[src/rtl/gf_pkg.sv]
// gf_pkg: shared definitions for the bit-serial GF(2^m) ALU.
//   - gf_mode_e  : operation select encodings
//   - gf_state_e : top-level FSM states
//   - GF_DEFAULT_POLY : default low terms of the reduction polynomial (x^32 implicit)
//   - gf_xtime   : multiply-by-x with reduction, width and polynomial as arguments
package gf_pkg;

   typedef enum logic [1:0] {
      GF_ADD  = 2'b00,
      GF_MUL  = 2'b01,
      GF_SQR  = 2'b10,
      INT_ADD = 2'b11
   } gf_mode_e;

   typedef enum logic [1:0] {
      StLoad,
      StCompute,
      StOut
   } gf_state_e;

   localparam logic [31:0]  GF_DEFAULT_POLY = 32'h0000_008D;
   localparam int unsigned  GF_MAX_WIDTH    = 64;

   // Field elements are carried in a 64-bit container; bits at and above
   // 'width' are ignored on input and zero on output.
   function automatic logic [GF_MAX_WIDTH-1:0] gf_xtime(
      input logic [GF_MAX_WIDTH-1:0] x,
      input int unsigned             width,
      input logic [GF_MAX_WIDTH-1:0] poly
   );
      logic [GF_MAX_WIDTH-1:0] w_mask;
      logic [GF_MAX_WIDTH-1:0] w_res;
      logic                    w_msb;
      w_mask = (width >= GF_MAX_WIDTH) ? '1 : ((64'd1 << width) - 64'd1);
      w_msb  = ((x >> (width - 1)) & 64'd1) != 64'd0;
      w_res  = (x << 1) & w_mask;
      if (w_msb) begin
         w_res = w_res ^ (poly & w_mask);
      end
      return w_res;
   endfunction

endpackage

[src/rtl/gf_serial_mul.sv]
// gf_serial_mul: iterative Horner multiplier over GF(2^m), one step per cycle,
// multiplier consumed MSB first. i_start performs the first step (accumulator
// treated as zero) and latches the multiplier; o_done is high in the cycle whose
// clock edge performs the m-th step, with o_product already showing that result.
// Ports:
//   clk, resetn   clock, async active-low reset
//   i_start       begin a new product (one-cycle pulse)
//   i_op_a        multiplicand, held stable by the caller for the whole product
//   i_mplier      multiplier, sampled with i_start
//   o_done        final step happens at the coming edge
//   o_product     accumulator value after the current step
module gf_serial_mul
   import gf_pkg::*;
#(
   parameter int unsigned            DATA_WIDTH = 32,
   parameter logic [DATA_WIDTH-1:0]  POLY       = DATA_WIDTH'(GF_DEFAULT_POLY)
) (
   input  logic                  clk,
   input  logic                  resetn,
   input  logic                  i_start,
   input  logic [DATA_WIDTH-1:0] i_op_a,
   input  logic [DATA_WIDTH-1:0] i_mplier,
   output logic                  o_done,
   output logic [DATA_WIDTH-1:0] o_product
);

   localparam int unsigned CntW = $clog2(DATA_WIDTH);

   logic                  r_busy;
   logic [DATA_WIDTH-1:0] r_acc;
   logic [DATA_WIDTH-1:0] r_mplier;
   logic [CntW-1:0]       r_cnt;

   logic                  w_active;
   logic                  w_last;
   logic [DATA_WIDTH-1:0] w_acc_cur;
   logic [DATA_WIDTH-1:0] w_mpl_cur;
   logic [CntW-1:0]       w_cnt_cur;
   logic [DATA_WIDTH-1:0] w_xt;
   logic [DATA_WIDTH-1:0] w_step;

   always_comb begin
      w_active  = i_start | r_busy;
      // On start the step works on a cleared accumulator and the fresh multiplier.
      w_acc_cur = i_start ? '0 : r_acc;
      w_mpl_cur = i_start ? i_mplier : r_mplier;
      w_cnt_cur = i_start ? '0 : r_cnt;
      w_xt      = DATA_WIDTH'(gf_xtime(64'(w_acc_cur), DATA_WIDTH, 64'(POLY)));
      w_step    = w_xt ^ (w_mpl_cur[DATA_WIDTH-1] ? i_op_a : '0);
      w_last    = (w_cnt_cur == CntW'(DATA_WIDTH - 1));
      o_done    = w_active & w_last;
      o_product = w_step;
   end

   always_ff @(posedge clk or negedge resetn) begin
      if (!resetn) begin
         r_busy   <= 1'b0;
         r_acc    <= '0;
         r_mplier <= '0;
         r_cnt    <= '0;
      end else if (w_active) begin
         r_acc    <= w_step;
         r_mplier <= w_mpl_cur << 1;
         r_cnt    <= w_last ? '0 : (w_cnt_cur + CntW'(1));
         r_busy   <= ~w_last;
      end
   end

endmodule

[src/rtl/gf_serial_alu.sv]
// gf_serial_alu: bit-serial GF(2^m) ALU. Two operands are deserialised LSB
// first, one of GF add / GF mul / GF square / integer add is applied, and the
// result is serialised LSB first. One frame in flight at a time.
// Ports:
//   clk, resetn          clock, async active-low reset
//   in_valid / in_ready  input bit handshake (ready only while loading)
//   a, b                 operand serial bits, LSB first
//   mode                 operation, sampled with the last input bit
//   out_valid/out_ready  output bit handshake
//   sum                  result serial bit, LSB first
//   out_last             marks result bit m-1
// All outputs decode registered state only.
module gf_serial_alu
   import gf_pkg::*;
#(
   parameter int unsigned            DATA_WIDTH = 32,
   parameter logic [DATA_WIDTH-1:0]  POLY       = DATA_WIDTH'(GF_DEFAULT_POLY)
) (
   input  logic       clk,
   input  logic       resetn,
   input  logic       in_valid,
   output logic       in_ready,
   input  logic       a,
   input  logic       b,
   input  logic [1:0] mode,
   output logic       out_valid,
   input  logic       out_ready,
   output logic       sum,
   output logic       out_last
);

   localparam int unsigned CntW = $clog2(DATA_WIDTH);

   gf_state_e             r_state,     w_state_nxt;
   gf_mode_e              r_mode,      w_mode_nxt;
   logic [DATA_WIDTH-1:0] r_op_a,      w_op_a_nxt;
   logic [DATA_WIDTH-1:0] r_op_b,      w_op_b_nxt;
   logic [DATA_WIDTH-1:0] r_res,       w_res_nxt;
   logic [CntW-1:0]       r_bit_cnt,   w_bit_cnt_nxt;
   logic                  r_mul_start, w_mul_start_nxt;

   logic                  w_cnt_last;
   logic                  w_mul_done;
   logic [DATA_WIDTH-1:0] w_mul_product;
   logic [DATA_WIDTH-1:0] w_mplier;
   logic [DATA_WIDTH-1:0] w_int_sum;

   // Squaring is a multiply with op_a as its own multiplier.
   assign w_mplier  = (r_mode == GF_SQR) ? r_op_a : r_op_b;
   assign w_int_sum = r_op_a + r_op_b;  // carry-out dropped by width
   assign w_cnt_last = (r_bit_cnt == CntW'(DATA_WIDTH - 1));

   gf_serial_mul #(
      .DATA_WIDTH (DATA_WIDTH),
      .POLY       (POLY)
   ) u_mul (
      .clk       (clk),
      .resetn    (resetn),
      .i_start   (r_mul_start),
      .i_op_a    (r_op_a),
      .i_mplier  (w_mplier),
      .o_done    (w_mul_done),
      .o_product (w_mul_product)
   );

   always_comb begin
      w_state_nxt     = r_state;
      w_mode_nxt      = r_mode;
      w_op_a_nxt      = r_op_a;
      w_op_b_nxt      = r_op_b;
      w_res_nxt       = r_res;
      w_bit_cnt_nxt   = r_bit_cnt;
      w_mul_start_nxt = 1'b0;

      unique case (r_state)
         StLoad: begin
            if (in_valid) begin
               w_op_a_nxt = {a, r_op_a[DATA_WIDTH-1:1]};
               w_op_b_nxt = {b, r_op_b[DATA_WIDTH-1:1]};
               if (w_cnt_last) begin
                  w_mode_nxt      = gf_mode_e'(mode);
                  w_bit_cnt_nxt   = '0;
                  w_state_nxt     = StCompute;
                  w_mul_start_nxt = (mode == GF_MUL) || (mode == GF_SQR);
               end else begin
                  w_bit_cnt_nxt = r_bit_cnt + CntW'(1);
               end
            end
         end

         StCompute: begin
            unique case (r_mode)
               GF_ADD: begin
                  w_res_nxt   = r_op_a ^ r_op_b;
                  w_state_nxt = StOut;
               end
               INT_ADD: begin
                  w_res_nxt   = w_int_sum;
                  w_state_nxt = StOut;
               end
               GF_MUL, GF_SQR: begin
                  if (w_mul_done) begin
                     w_res_nxt   = w_mul_product;
                     w_state_nxt = StOut;
                  end
               end
               default: w_state_nxt = StOut;
            endcase
            w_bit_cnt_nxt = '0;
         end

         StOut: begin
            if (out_ready) begin
               w_res_nxt = r_res >> 1;
               if (w_cnt_last) begin
                  w_bit_cnt_nxt = '0;
                  w_state_nxt   = StLoad;
               end else begin
                  w_bit_cnt_nxt = r_bit_cnt + CntW'(1);
               end
            end
         end

         default: begin
            w_state_nxt   = StLoad;
            w_bit_cnt_nxt = '0;
         end
      endcase
   end

   always_ff @(posedge clk or negedge resetn) begin
      if (!resetn) begin
         r_state     <= StLoad;
         r_mode      <= GF_ADD;
         r_op_a      <= '0;
         r_op_b      <= '0;
         r_res       <= '0;
         r_bit_cnt   <= '0;
         r_mul_start <= 1'b0;
      end else begin
         r_state     <= w_state_nxt;
         r_mode      <= w_mode_nxt;
         r_op_a      <= w_op_a_nxt;
         r_op_b      <= w_op_b_nxt;
         r_res       <= w_res_nxt;
         r_bit_cnt   <= w_bit_cnt_nxt;
         r_mul_start <= w_mul_start_nxt;
      end
   end

   assign in_ready  = (r_state == StLoad);
   assign out_valid = (r_state == StOut);
   assign sum       = (r_state == StOut) & r_res[0];
   assign out_last  = (r_state == StOut) & w_cnt_last;

endmodule

[config.mk]
export PLATFORM = sky130hd
export DESIGN_NAME = gf_serial_alu
export DESIGN_NICKNAME = d
export VERILOG_FILES = /design/src/rtl/gf_pkg.sv /design/src/rtl/gf_serial_mul.sv /design/src/rtl/gf_serial_alu.sv
export SDC_FILE = /design/constraint.sdc
export NUM_CORES = 1
export LEC_CHECK = 0
export CAP_MARGIN = 20
export CORE_ASPECT_RATIO = 1.4
export CORE_MARGIN = 3
export CORE_UTILIZATION = 40
export DETAILED_ROUTE_END_ITERATION = 8
export DONT_BUFFER_PORTS = 1
export PLACE_DENSITY = 0.66
export SYNTH_ARGS = -nofsm -noshare
export SYNTH_HDL_FRONTEND = slang
export SYNTH_SLANG_ARGS = --single-unit
[constraint.sdc]
create_clock -name clk -period 3.2 [get_ports clk]
set_input_delay 0.64 -clock clk [delete_from_list [all_inputs] [get_ports clk]]
set_output_delay 0.64 -clock clk [all_outputs]
set_load 0.1 [all_outputs]
==> run metrics <==
Routed WL=27900 um; Buffers & Inverters on Critical Path=1; Area growth, synth to finish=9.70%; synthesized flop and latch total=175; antenna fix cells=0; worst slew pin tran=769 ps; gpl congestion=0.911; Crit path largest cell delay=410 ps; CTS clock-pin slew for the worst setup and hold paths=70 ps; Total GRT Usage=0.201; max_cap viols=0; vias post-DR=8559; post-CTS setup buffers=0; total grt overflow=0; DR DRC count=0; # rows=69; Final min period=3050 ps; dpl hpwl=19100 um; die width=144 um; Worst-Skew Late Latency=440 ps; CP arrival=3360 ps; failing checks=negative hold slack; leading area contributor after synthesis=dfrtp_1; io pins=12; CP max FO=4; Post-synth EDFFs=0; Initial Util=0.413; PnR Total Power=8.61 mW; Max Freq=328 MHz; post-synthesis adder-cell area fraction=0.0502; CTS root buf=clkbuf_16; Psw=3.46 mW; post-route cell area=11700 um2; fin. max-slew vios=0; CTS tree=built; Inst Count DP=1422; dominant synthesized flop cell=dfrtp_1; Async SR Flop Fraction=1.00; Crit. End Element=register; Post-DRT Antenna Nets=0; WS Path Type=register to register; Synth Cell Area=10600 um2; largest net degree at the start of global routing=176; Clk pwr share=0.245; Worst Hold Class=input pin to asynchronous set/reset pin; core area=25700 um2; RSZ-0062 raised after global routing=true; Worst path slowest cell=fa_1; largest delay contributor family on the critical path=compound AO/OA/AOI/OAI gates; Cell Count, Final, Fillers Out=1453; Reg power frac=0.353; cell-by-cell trace of the critical path=ha_2 > inv_1 > fa_1 > and2b_1 > o2111ai_2 > a2111oi_4 > o2111ai_2 > a21oi_2 > o21ai_1 > and4b_1 > or3_1; initial antenna violation count=1; IO buf count=0; top cells by count, synth=dfrtp_1 (175), a21oi_1 (125), nand2_1 (102); vias in the first global route=8388; WL/cell=19.2 um; Required @ worst endpoint=3510 ps; Fillers=2440; Synth Area in Compound Gates=0.209; Mapped Nets=1186; Post-Synth Simple-Gate Area=0.144; register area share after synthesis=0.412; Detailed Routing Iterations Pass 1=6; status=finished, violations left; first-pass GRT wire length=45300 um; Cell variety after synth=74; mux cell area share after synthesis=0.116; Leak=5.10 nW; Peak VDD IR=0.000390 V; Mean Syn Cell Area=9.35 um2; TNS Setup=0 ps; nets=1172; final setup margin=149 ps; final setup fails=0; Yosys top cell area share=0.412; Ys Warns=0; Core Util, Final=0.453; Final Hold Vio Count=175; H-tree Lvls=4; Clock Skew=11.7 ps; hold slack=-91.8 ps; crit-path most repeated cell=o2111ai_2; most frequent cell after synthesis=dfrtp_1; Syn Inst Count=1136; largest family of logic cells by synthesized area=compound AO/OA/AOI/OAI gates; number of CTS-inserted buffers=17; Synth Area in XOR/XNOR=0.0289; combinational power share=0.402; DR iter-0 viols=591; Slew Limit Headroom=0.488; Int Pwr=5.15 mW; placed standard-cell area=11100 um2; Synth area leaders=dfrtp_1 (41%), mux2_2 (8.3%), a21oi_1 (5.9%); PwrDens=739 nW/um2; Die Height=199 um; Setup WS pre-CTS=69.0 ps; total die area=28600 um2; clock buffer depth=2; Net Sw Frac=0.401; Worst setup SP type=register; CTS sink count=175; part of the cycle the worst path needs=0.953; share of cells above drive strength 1=0.156; drt via density=5.89
-- sequential cells by signal, indices dropped and copies added, names as in the netlist, 2 cells and up --
register and cells:
r_op_b 32, u_mul.r_acc 32, r_op_a 32, r_mode 2, u_mul.r_cnt 5, r_state 2, r_res 32, u_mul.r_mplier 31
r_bit_cnt 5
-- power groups by stage --
| stage | Clock [mW] | Combinational, mW | Sequential (mW) |
|---|---|---|---|
| 2_1_floorplan | 0 | 2.56 | 2.93 |
| 3_3_place_gp | 0 | 3.39 | 3.06 |
| 3_5_place_dp | 0 | 3.42 | 3.07 |
| 4_1_cts | 2.16 | 3.43 | 3.03 |
| 5_1_grt | 2.24 | 3.80 | 3.09 |
| 6_report | 2.11 | 3.46 | 3.04 |
-- layout by cell type, fill, tap and decap left out, types with 25 or more instances in the layout --
cell type,n
a21oi_1,124
nand2_1,100
inv_1,25
o21ai_0,78
dfrtp_1,173
ha_1,36
a211oi_1,40
mux2_2,78
nor2_1,70
buf_4,39
xnor2_1,34
mux2i_1,35
nor2b_1,49
-- path summary, 6_finish.rpt --
check | start | endpoint | slack [ps] | depth (start not counted)
worst max register to register | r_op_a[0] | r_res[28] | 150 | 11
worst min-delay path | resetn | u_mul.r_mplier[11] | -90 | 0
worst min register to register | r_res[0] | r_res[0] | 480 | 2
max in group asynchronous | resetn | u_mul.r_acc[28] | 3040 | 0
worst max-delay path | r_op_a[0] | r_res[28] | 150 | 11
min in group clk | mode[0] | r_mul_start | 350 | 2
-- layout make-up --
| type | instances | area [um2] | share of cell area |
|---|---|---|---|
| clock buffer | 20 | 447 | 0.0383 |
| clock inverter | 11 | 133 | 0.0114 |
| inverter | 27 | 101 | 0.00870 |
| multi-input combinational | 860 | 5860 | 0.503 |
| sequential | 175 | 4380 | 0.376 |
| tap | 319 | 399 | 0.0343 |
| timing repair buffer | 41 | 333 | 0.0286 |
-- logic make-up (layout without fill, tap and decap cells) --
| logic type | count (synthesis) | in the layout |
|---|---|---|
| compound gates | 354 | 354 |
| xor+xnor | 35 | 35 |
| fa+ha+maj | 42 | 42 |
| buf+inv | 101 | 99 |
| flops | 175 | 175 |
| mux | 113 | 113 |
| simple gates | 316 | 316 |
-- metal layers --
layer  global-route usage  vias to the layer above  share of wire
li1                     -                     4081              -
met1                0.265                     4195           0.44
met2                0.331                      227           0.49
met3               0.0301                       54          0.045
met4               0.0775                        2          0.028
met5                    0                        -        0.00047
-- what timing repair did --
| item | CTS | global route |
|---|---|---|
| resized for setup | 0 | 4 |
| hold endpoints to repair | 175 | 175 |
| setup endpoints to repair | 0 | 3 |
Note: power is estimated with default switching activity, not from simulation.
